`src/rtl/npu_pkg.sv`:
```
// Types and default sizes shared by the NPU matrix-multiply datapath.
package npu_pkg;

  typedef enum logic [0:0] {
    ACCUM = 1'b0,
    HOLD  = 1'b1
  } acc_state_e;

  localparam int NPU_BIT_WIDTH = 8;
  localparam int NPU_ACC_WIDTH = 32;
  localparam int NPU_MAX_LEN   = 256;

endpackage

```
`src/rtl/sat_add_u.sv`:
```
// Combinational unsigned saturating adder. The extra carry bit decides
// whether the result clips to all-ones.
module sat_add_u #(
  parameter int A_WIDTH = 32,
  parameter int B_WIDTH = 16
) (
  input  logic [A_WIDTH-1:0] a,
  input  logic [B_WIDTH-1:0] b,
  output logic [A_WIDTH-1:0] sum,
  output logic               overflow
);

  logic [A_WIDTH:0] raw;

  assign raw      = {1'b0, a} + {{(A_WIDTH + 1 - B_WIDTH){1'b0}}, b};
  assign overflow = raw[A_WIDTH];
  assign sum      = overflow ? '1 : raw[A_WIDTH-1:0];

endmodule

```
`src/rtl/mac_accumulator.sv`:
```
// Reduction stage after the product multiplier: sums one dot-product vector
// per result beat with unsigned saturation and a forced cut at MAX_LEN.
//
// state | meaning
// ACCUM | no result pending, accepting product beats
// HOLD  | result registers valid and stable until the consumer takes them
module mac_accumulator
  import npu_pkg::*;
#(
  parameter int BIT_WIDTH  = NPU_BIT_WIDTH,
  parameter int PROD_WIDTH = 2 * BIT_WIDTH,
  parameter int ACC_WIDTH  = NPU_ACC_WIDTH,
  parameter int MAX_LEN    = NPU_MAX_LEN,
  parameter int CNT_W      = $clog2(MAX_LEN) + 1
) (
  input  logic                  clk,
  input  logic                  rst_n,
  input  logic                  clear,
  input  logic                  in_valid,
  output logic                  in_ready,
  input  logic [PROD_WIDTH-1:0] in_product,
  input  logic                  in_last,
  output logic                  out_valid,
  input  logic                  out_ready,
  output logic [ACC_WIDTH-1:0]  out_sum,
  output logic [CNT_W-1:0]      out_count,
  output logic                  out_sat,
  output logic                  out_forced
);

  acc_state_e           state;
  logic [ACC_WIDTH-1:0] acc;
  logic [ACC_WIDTH-1:0] add_a;
  logic [ACC_WIDTH-1:0] add_sum;
  logic                 add_ovf;
  logic [CNT_W-1:0]     cnt;
  logic [CNT_W-1:0]     cnt_next;
  logic                 sat;
  logic                 sat_next;
  logic                 first;
  logic                 accept;
  logic                 at_max;
  logic                 vec_end;

  assign in_ready  = !clear && ((state == ACCUM) || out_ready);
  assign accept    = in_valid && in_ready;
  assign out_valid = (state == HOLD);

  // The accumulator is emptied whenever a vector ends, so an empty count
  // marks the first beat and the stale sum is never added in.
  assign first    = (cnt == '0);
  assign add_a    = first ? '0 : acc;
  assign sat_next = add_ovf || (!first && sat);
  assign cnt_next = first ? CNT_W'(1) : cnt + CNT_W'(1);
  assign at_max   = (cnt_next == CNT_W'(MAX_LEN));
  assign vec_end  = in_last || at_max;

  sat_add_u #(
    .A_WIDTH (ACC_WIDTH),
    .B_WIDTH (PROD_WIDTH)
  ) u_sat_add (
    .a        (add_a),
    .b        (in_product),
    .sum      (add_sum),
    .overflow (add_ovf)
  );

  always_ff @(posedge clk or negedge rst_n) begin
    if (!rst_n) begin
      state      <= ACCUM;
      acc        <= '0;
      cnt        <= '0;
      sat        <= 1'b0;
      out_sum    <= '0;
      out_count  <= '0;
      out_sat    <= 1'b0;
      out_forced <= 1'b0;
    end else if (clear) begin
      state <= ACCUM;
      acc   <= '0;
      cnt   <= '0;
      sat   <= 1'b0;
    end else if (accept) begin
      if (vec_end) begin
        state      <= HOLD;
        out_sum    <= add_sum;
        out_count  <= cnt_next;
        out_sat    <= sat_next;
        out_forced <= at_max && !in_last;
        acc        <= '0;
        cnt        <= '0;
        sat        <= 1'b0;
      end else begin
        // A beat taken in HOLD also consumes the pending result.
        state <= ACCUM;
        acc   <= add_sum;
        cnt   <= cnt_next;
        sat   <= sat_next;
      end
    end else if ((state == HOLD) && out_ready) begin
      state <= ACCUM;
    end
  end

endmodule

```
`config.mk`:
```
export PLATFORM = sky130hd
export DESIGN_NAME = mac_accumulator
export DESIGN_NICKNAME = d
export VERILOG_FILES = /design/src/rtl/npu_pkg.sv /design/src/rtl/sat_add_u.sv /design/src/rtl/mac_accumulator.sv
export SDC_FILE = /design/constraint.sdc
export NUM_CORES = 1
export LEC_CHECK = 0
export CORE_UTILIZATION = 46
export DETAILED_ROUTE_END_ITERATION = 8
export GPL_ROUTABILITY_DRIVEN = 0
export PLACE_DENSITY = 0.79
export SLEW_MARGIN = 20
export SYNTH_ARGS = -nofsm -noshare
export SYNTH_HDL_FRONTEND = slang
export SYNTH_HIERARCHICAL = 1
export SYNTH_SLANG_ARGS = --single-unit
```
`constraint.sdc`:
```
create_clock -name clk -period 6.4 [get_ports clk]
set_input_delay 1.92 -clock clk [delete_from_list [all_inputs] [get_ports clk]]
set_output_delay 1.92 -clock clk [all_outputs]
set_load 0.03 [all_outputs]
```
-- Word level (Yosys, flattened, before mapping)
Index checks and enable logic that the tools add are counted.
- word-level logic and storage cells: 44
- output and inout port bits: 45
- bits of input ports: 22
- register bits: 86
- multiplexer cells: 16
- add/sub/neg operators: 2
- reduce and logical (&&, ||, !) cells: 15
- bitwise operators: 2
- equality and inequality tests: 1
- operator list (cell ; number):
    $mux 32 ; 5
    $mux 9 ; 4
    $add 32x16->33 ; 1
    $add 9x1->9 const B ; 1
    $eq 9x9->1 const B ; 1
    $logic_not 9->1 ; 1
    $mux 1 ; 7
    $logic_and 1x1->1 ; 5
    $logic_not 1->1 ; 3
    $logic_or 1x1->1 ; 3
    $reduce_and 3->1 ; 1
    $reduce_bool 3->1 ; 1
    $not 1->1 ; 2
    $reduce_bool 2->1 ; 1

-- Longest topological paths before layout
- word-level depth: 7
- mapped depth: 17
- depth with buffers taken out: 14

-- Cells and area by module
The synthesis kept the hierarchy.
- modules (own cells, without submodules) (module ; cells an instance ; area an instance (um^2) ; instances ; sequential area each (um^2)):
    mac_accumulator ; 291 ; 3911.3 ; 1 ; 2152.1
    sat_add_u ; 208 ; 1430.1 ; 1 ; 0.0

-- Least setup slack after synthesis
No wires, ideal clock.
- kind: input -> output
- from: input port out_ready
- to: output port in_ready
- slack: 2.069 ns
- arrival time: 2.411 ns
- cell stages on the path: 2
- buffers on the path: 0
- cells stage by stage: nor2b_1 -> nor2_1
- cells in the longest elaborated chain, start to end: 2
- RTL lines (element ; line ; RTL):
    start, declared ; mac_accumulator.sv:24 ; input logic out_ready,
    $logic_or 1x1->1 ; mac_accumulator.sv:45 ; assign in_ready = !clear && ((state == ACCUM) || out_ready);
    $logic_and 1x1->1 ; mac_accumulator.sv:45 ;
    end, declared ; mac_accumulator.sv:20 ; output logic in_ready,
Every way passes these cells.

-- Worst setup path after layout
- from: register cnt[0]
- to: register out_sum[25]
- elaborated cells on any way between the ends: 9
- RTL lines (element ; line ; RTL):
    start, declared ; mac_accumulator.sv:36 ; logic [CNT_W-1:0] cnt;
    start signal, assigned ; mac_accumulator.sv:97 ; cnt <= cnt_next;
    $logic_not 9->1 ; mac_accumulator.sv:51 ; assign first = (cnt == '0);
    $mux 32 ; mac_accumulator.sv:52 ; assign add_a = first ? '0 : acc;
    via add_a[0] ; mac_accumulator.sv:33 ; logic [ACC_WIDTH-1:0] add_a;
    $add 32x16->33 ; sat_add_u.sv:15 ; assign raw = {1'b0, a} + {{(A_WIDTH + 1 - B_WIDTH){1'b0}}, b};
    $mux 32 ; sat_add_u.sv:17 ; assign sum = overflow ? '1 : raw[A_WIDTH-1:0];
    via add_sum[25] ; mac_accumulator.sv:34 ; logic [ACC_WIDTH-1:0] add_sum;
    end signal, assigned ; mac_accumulator.sv:86 ; out_sum <= add_sum;
    end, declared ; mac_accumulator.sv:25 ; output logic [ACC_WIDTH-1:0] out_sum,
The timed path passes the listed nets, and every way through them passes these cells.
A chain may end at the register's enable or synchronous reset.

==> impl_metrics.env <==
export IMPL_outcome="completed"
export IMPL_holdBufCountCts=0
export IMPL_synth_top_family_by_area="compound AO/OA/AOI/OAI gates"
export IMPL_worstHoldPathType="reg -> reg"
export IMPL_worst_setup_path_type="reg -> reg"
export IMPL_grt_pass1_wl_um=19770
export IMPL_slew_viol_final=0
export IMPL_dp_hpwl_um=7988
export IMPL_startpoint="cnt[0]"
export IMPL_synth_seq_cells=86
export IMPL_syn_avg_cell_area_um2=10.70
export IMPL_reg2reg_depth=14
export IMPL_synth_edff_count=0
export IMPL_clockBufferDepth=2
export IMPL_fin_crit_ns=5.246
export IMPL_clock_sinks=86
export IMPL_hold_end="acc[12]"
export IMPL_die_w_um=109.8
export IMPL_arrival_ns=5.47
export IMPL_cp_required_ns=6.63
export IMPL_drt_initial_drc_count=148
export IMPL_endpoint_kind="flip-flop"
export IMPL_finalClockSkew_ns=0.007375
export IMPL_post_place_ws_ns=1.050
export IMPL_cts_setup_buffers=0
export IMPL_synth_cells=499
export IMPL_syn_area_um2=5341
export IMPL_ff2ff_setup_slack_ns=1.15
export IMPL_cts_resized=0
export IMPL_critical_path_peak_fanout=35
export IMPL_final_cell_mix="86 x dfrtp_1, 65 x clkdlybuf4s50_1, 48 x nand2_1, 36 x mux2_4, 36 x a22o_1"
export IMPL_antenna_found_initial=0
export IMPL_synth_simple_area_share_pct=16.21
export IMPL_initial_utilization_pct=48.22
export IMPL_fillers=962
export IMPL_crit_path_start_kind="flip-flop"
export IMPL_whs_path_depth=1
export IMPL_yosys_warnings=6
export IMPL_peakVddDrop_uv=182.9
export IMPL_setup_ws_ns=1.154
export IMPL_timing_rr_end="out_sum[25]"
export IMPL_grt_ovfl_total=0
export IMPL_wirelength_um=11810
export IMPL_power_density_nw_per_um2=224.0
export IMPL_r2r_start="cnt[0]"
export IMPL_n_antenna_cell=0
export IMPL_nNetsFinal=591
export IMPL_grt_pass1_vias=4167
export IMPL_drtPass1Iterations=4
export IMPL_drive_above_1_share_pct=15.86
export IMPL_drc=0
export IMPL_die_area_um2=12050
export IMPL_grt_setup_unrepaired="no"
export IMPL_synth_compound_area_share_pct=18.22
export IMPL_synthFlopType="dfrtp_1"
export IMPL_yosysUniqueCellTypes=67
export IMPL_num_io_pins=67
export IMPL_hold_viol=0
export IMPL_htree_levels=3
export IMPL_synthesis_nets=540
export IMPL_async_flop_share_pct=100.0
export IMPL_cts_root_buf="clkbuf_16"
export IMPL_wire_per_inst_um=16.99
export IMPL_portBuffers=66
export IMPL_min_from="acc[12]"
export IMPL_grtUsageTotal_pct=21.04
export IMPL_core_um2=11080
export IMPL_cts_tree="built"
export IMPL_synthMuxAreaShare_pct=12.37
export IMPL_num_vias=3999
export IMPL_synth_xor_area_share_pct=3.115
export IMPL_setup_viol=0
export IMPL_fin_crit_sh_pct=81.97
export IMPL_fp_dieH_um=109.8
export IMPL_maxCapViolCount=0
export IMPL_placement_rows=38
export IMPL_ant_nets=0
export IMPL_area_growth_pct=18.06
export IMPL_vias_per_cell=5.754
export IMPL_relSlewSlack_pct=28.57
export IMPL_grt_max_degree=56
export IMPL_synthAdderAreaFrac_pct=4.591
export IMPL_max_freq_mhz=190.6
export IMPL_cts_inserted_buffers=9
export IMPL_max_slew_worst_pin_slew_ns=1.071
export IMPL_ys_seq_area_share_pct=40.29
export IMPL_final_common_cell="dfrtp_1"
export IMPL_clock_latency_ns=0.34
export IMPL_clk_pin_slew_ns=0.06
export IMPL_final_setup_tns_ns=0
export IMPL_p_leak_nw=2.828
[synth_stat cells, types with 3 or more instances]
cell / n / area, um2
mux2i_1: 3 / 30.03
o41ai_1: 3 / 26.28
o22ai_1: 3 / 18.77
nor2_1: 15 / 56.30
a22o_1: 36 / 315.3
ha_1: 18 / 225.2
nand4_1: 7 / 43.79
buf_4: 3 / 22.52
and2_1: 33 / 206.5
clkbuf_1: 11 / 41.29
xor2_1: 7 / 61.31
nor3_1: 6 / 30.03
nand2_1: 48 / 180.2
a31oi_1: 3 / 18.77
nor2b_1: 4 / 25.02
mux2_2: 8 / 90.09
nor3b_1: 3 / 22.52
nand3_1: 14 / 70.07
dfrtp_1: 86 / 2152
or2_2: 3 / 18.77
and4_1: 3 / 26.28
o21ai_0: 15 / 75.07
a21oi_1: 24 / 120.1
buf_12: 4 / 80.08
nand2b_1: 3 / 18.77
a21o_1: 9 / 67.56
o21a_1: 4 / 30.03
inv_1: 13 / 48.80
mux2_4: 36 / 540.5
and3_1: 4 / 25.02
a211oi_1: 8 / 60.06
buf_6: 4 / 45.04
xnor2_1: 12 / 105.1
buf_2: 8 / 40.04
[stage by stage]
| step | util, % | std cells | hold WS, ns | power, mW | instance area, um2 |
|---|---|---|---|---|---|
| 2_1_floorplan | - | 499 | 0.4646 | 0.7685 | 5341 |
| 6_report | 56.92 | 695 | 0.4965 | 1.412 | 6306 |
| 4_1_cts | 56.92 | 695 | 0.5009 | 1.424 | 6306 |
| 3_3_place_gp | 54.03 | 679 | 0.4791 | 0.8632 | 5986 |
| 5_1_grt | 56.92 | 695 | 0.5138 | 1.468 | 6306 |
| 3_5_place_dp | 54.03 | 679 | 0.4825 | 0.8678 | 5986 |
[registers in the layout, summed over array words and instances, names as in the netlist]
signal and cells:
out_valid 1, acc 32, out_sum 32, cnt 9
sat 1, out_forced 1, out_count 9, out_sat 1
[critical path: stages (launching register included)]
cell	delay, ns
dfrtp_1	0.43
inv_1	0.08
ha_1	0.14
or3b_1	0.37
or4_2	0.90
and2_1	0.29
ha_1	0.22
fa_1	0.44
a211oi_1	0.41
o211ai_2	0.19
a31oi_4	0.27
a2111o_1	0.69
nand2_1	0.13
mux2_2	0.30
mux2_4	0.25
[worst max path at each step]
stage                              to  slack, ns  cells past startpoint
after floorplan              in_ready       2.07                      2
after global placement    out_sum[23]       1.21                     10
after detailed placement  out_sum[25]       1.05                     10
after CTS                    in_ready       1.15                      3
after global routing      out_sum[25]       0.87                     14
final                     out_sum[25]       1.15                     14
[per-layer routing]
layer	wire, um	share of wire [%]	global-route usage, %
met4	160	1.4	7.333
met1	5439	46	26.38
met3	571	4.8	5.098
met5	0	0	0
met2	5633	48	35.31
[cell type report]
class	instances	area, um2	area share, %
Clock buffer	13	280.3	4.444
Clock inverter	3	40.04	0.6349
Multi-Input combinational cell	370	2922	46.33
Sequential cell	86	2152	34.13
Timing Repair Buffer	70	688.2	10.91
Tap cell	140	175.2	2.778
Inverter	13	48.80	0.7738
[logic make-up (layout without fill, tap and decap cells)]
group / after synthesis / in the layout
fa+ha+maj: 19 / 19
xor+xnor: 19 / 19
flops: 86 / 86
simple gates: 157 / 157
mux: 47 / 47
compound gates: 128 / 128
buf+inv: 43 / 99
[power breakdown]
group          switching (mW)  total (mW)  internal (mW)
clock                   0.211       0.555          0.344
combinational           0.141       0.261          0.121
sequential             0.0193       0.596          0.577
(Power assumes the default switching activity.)
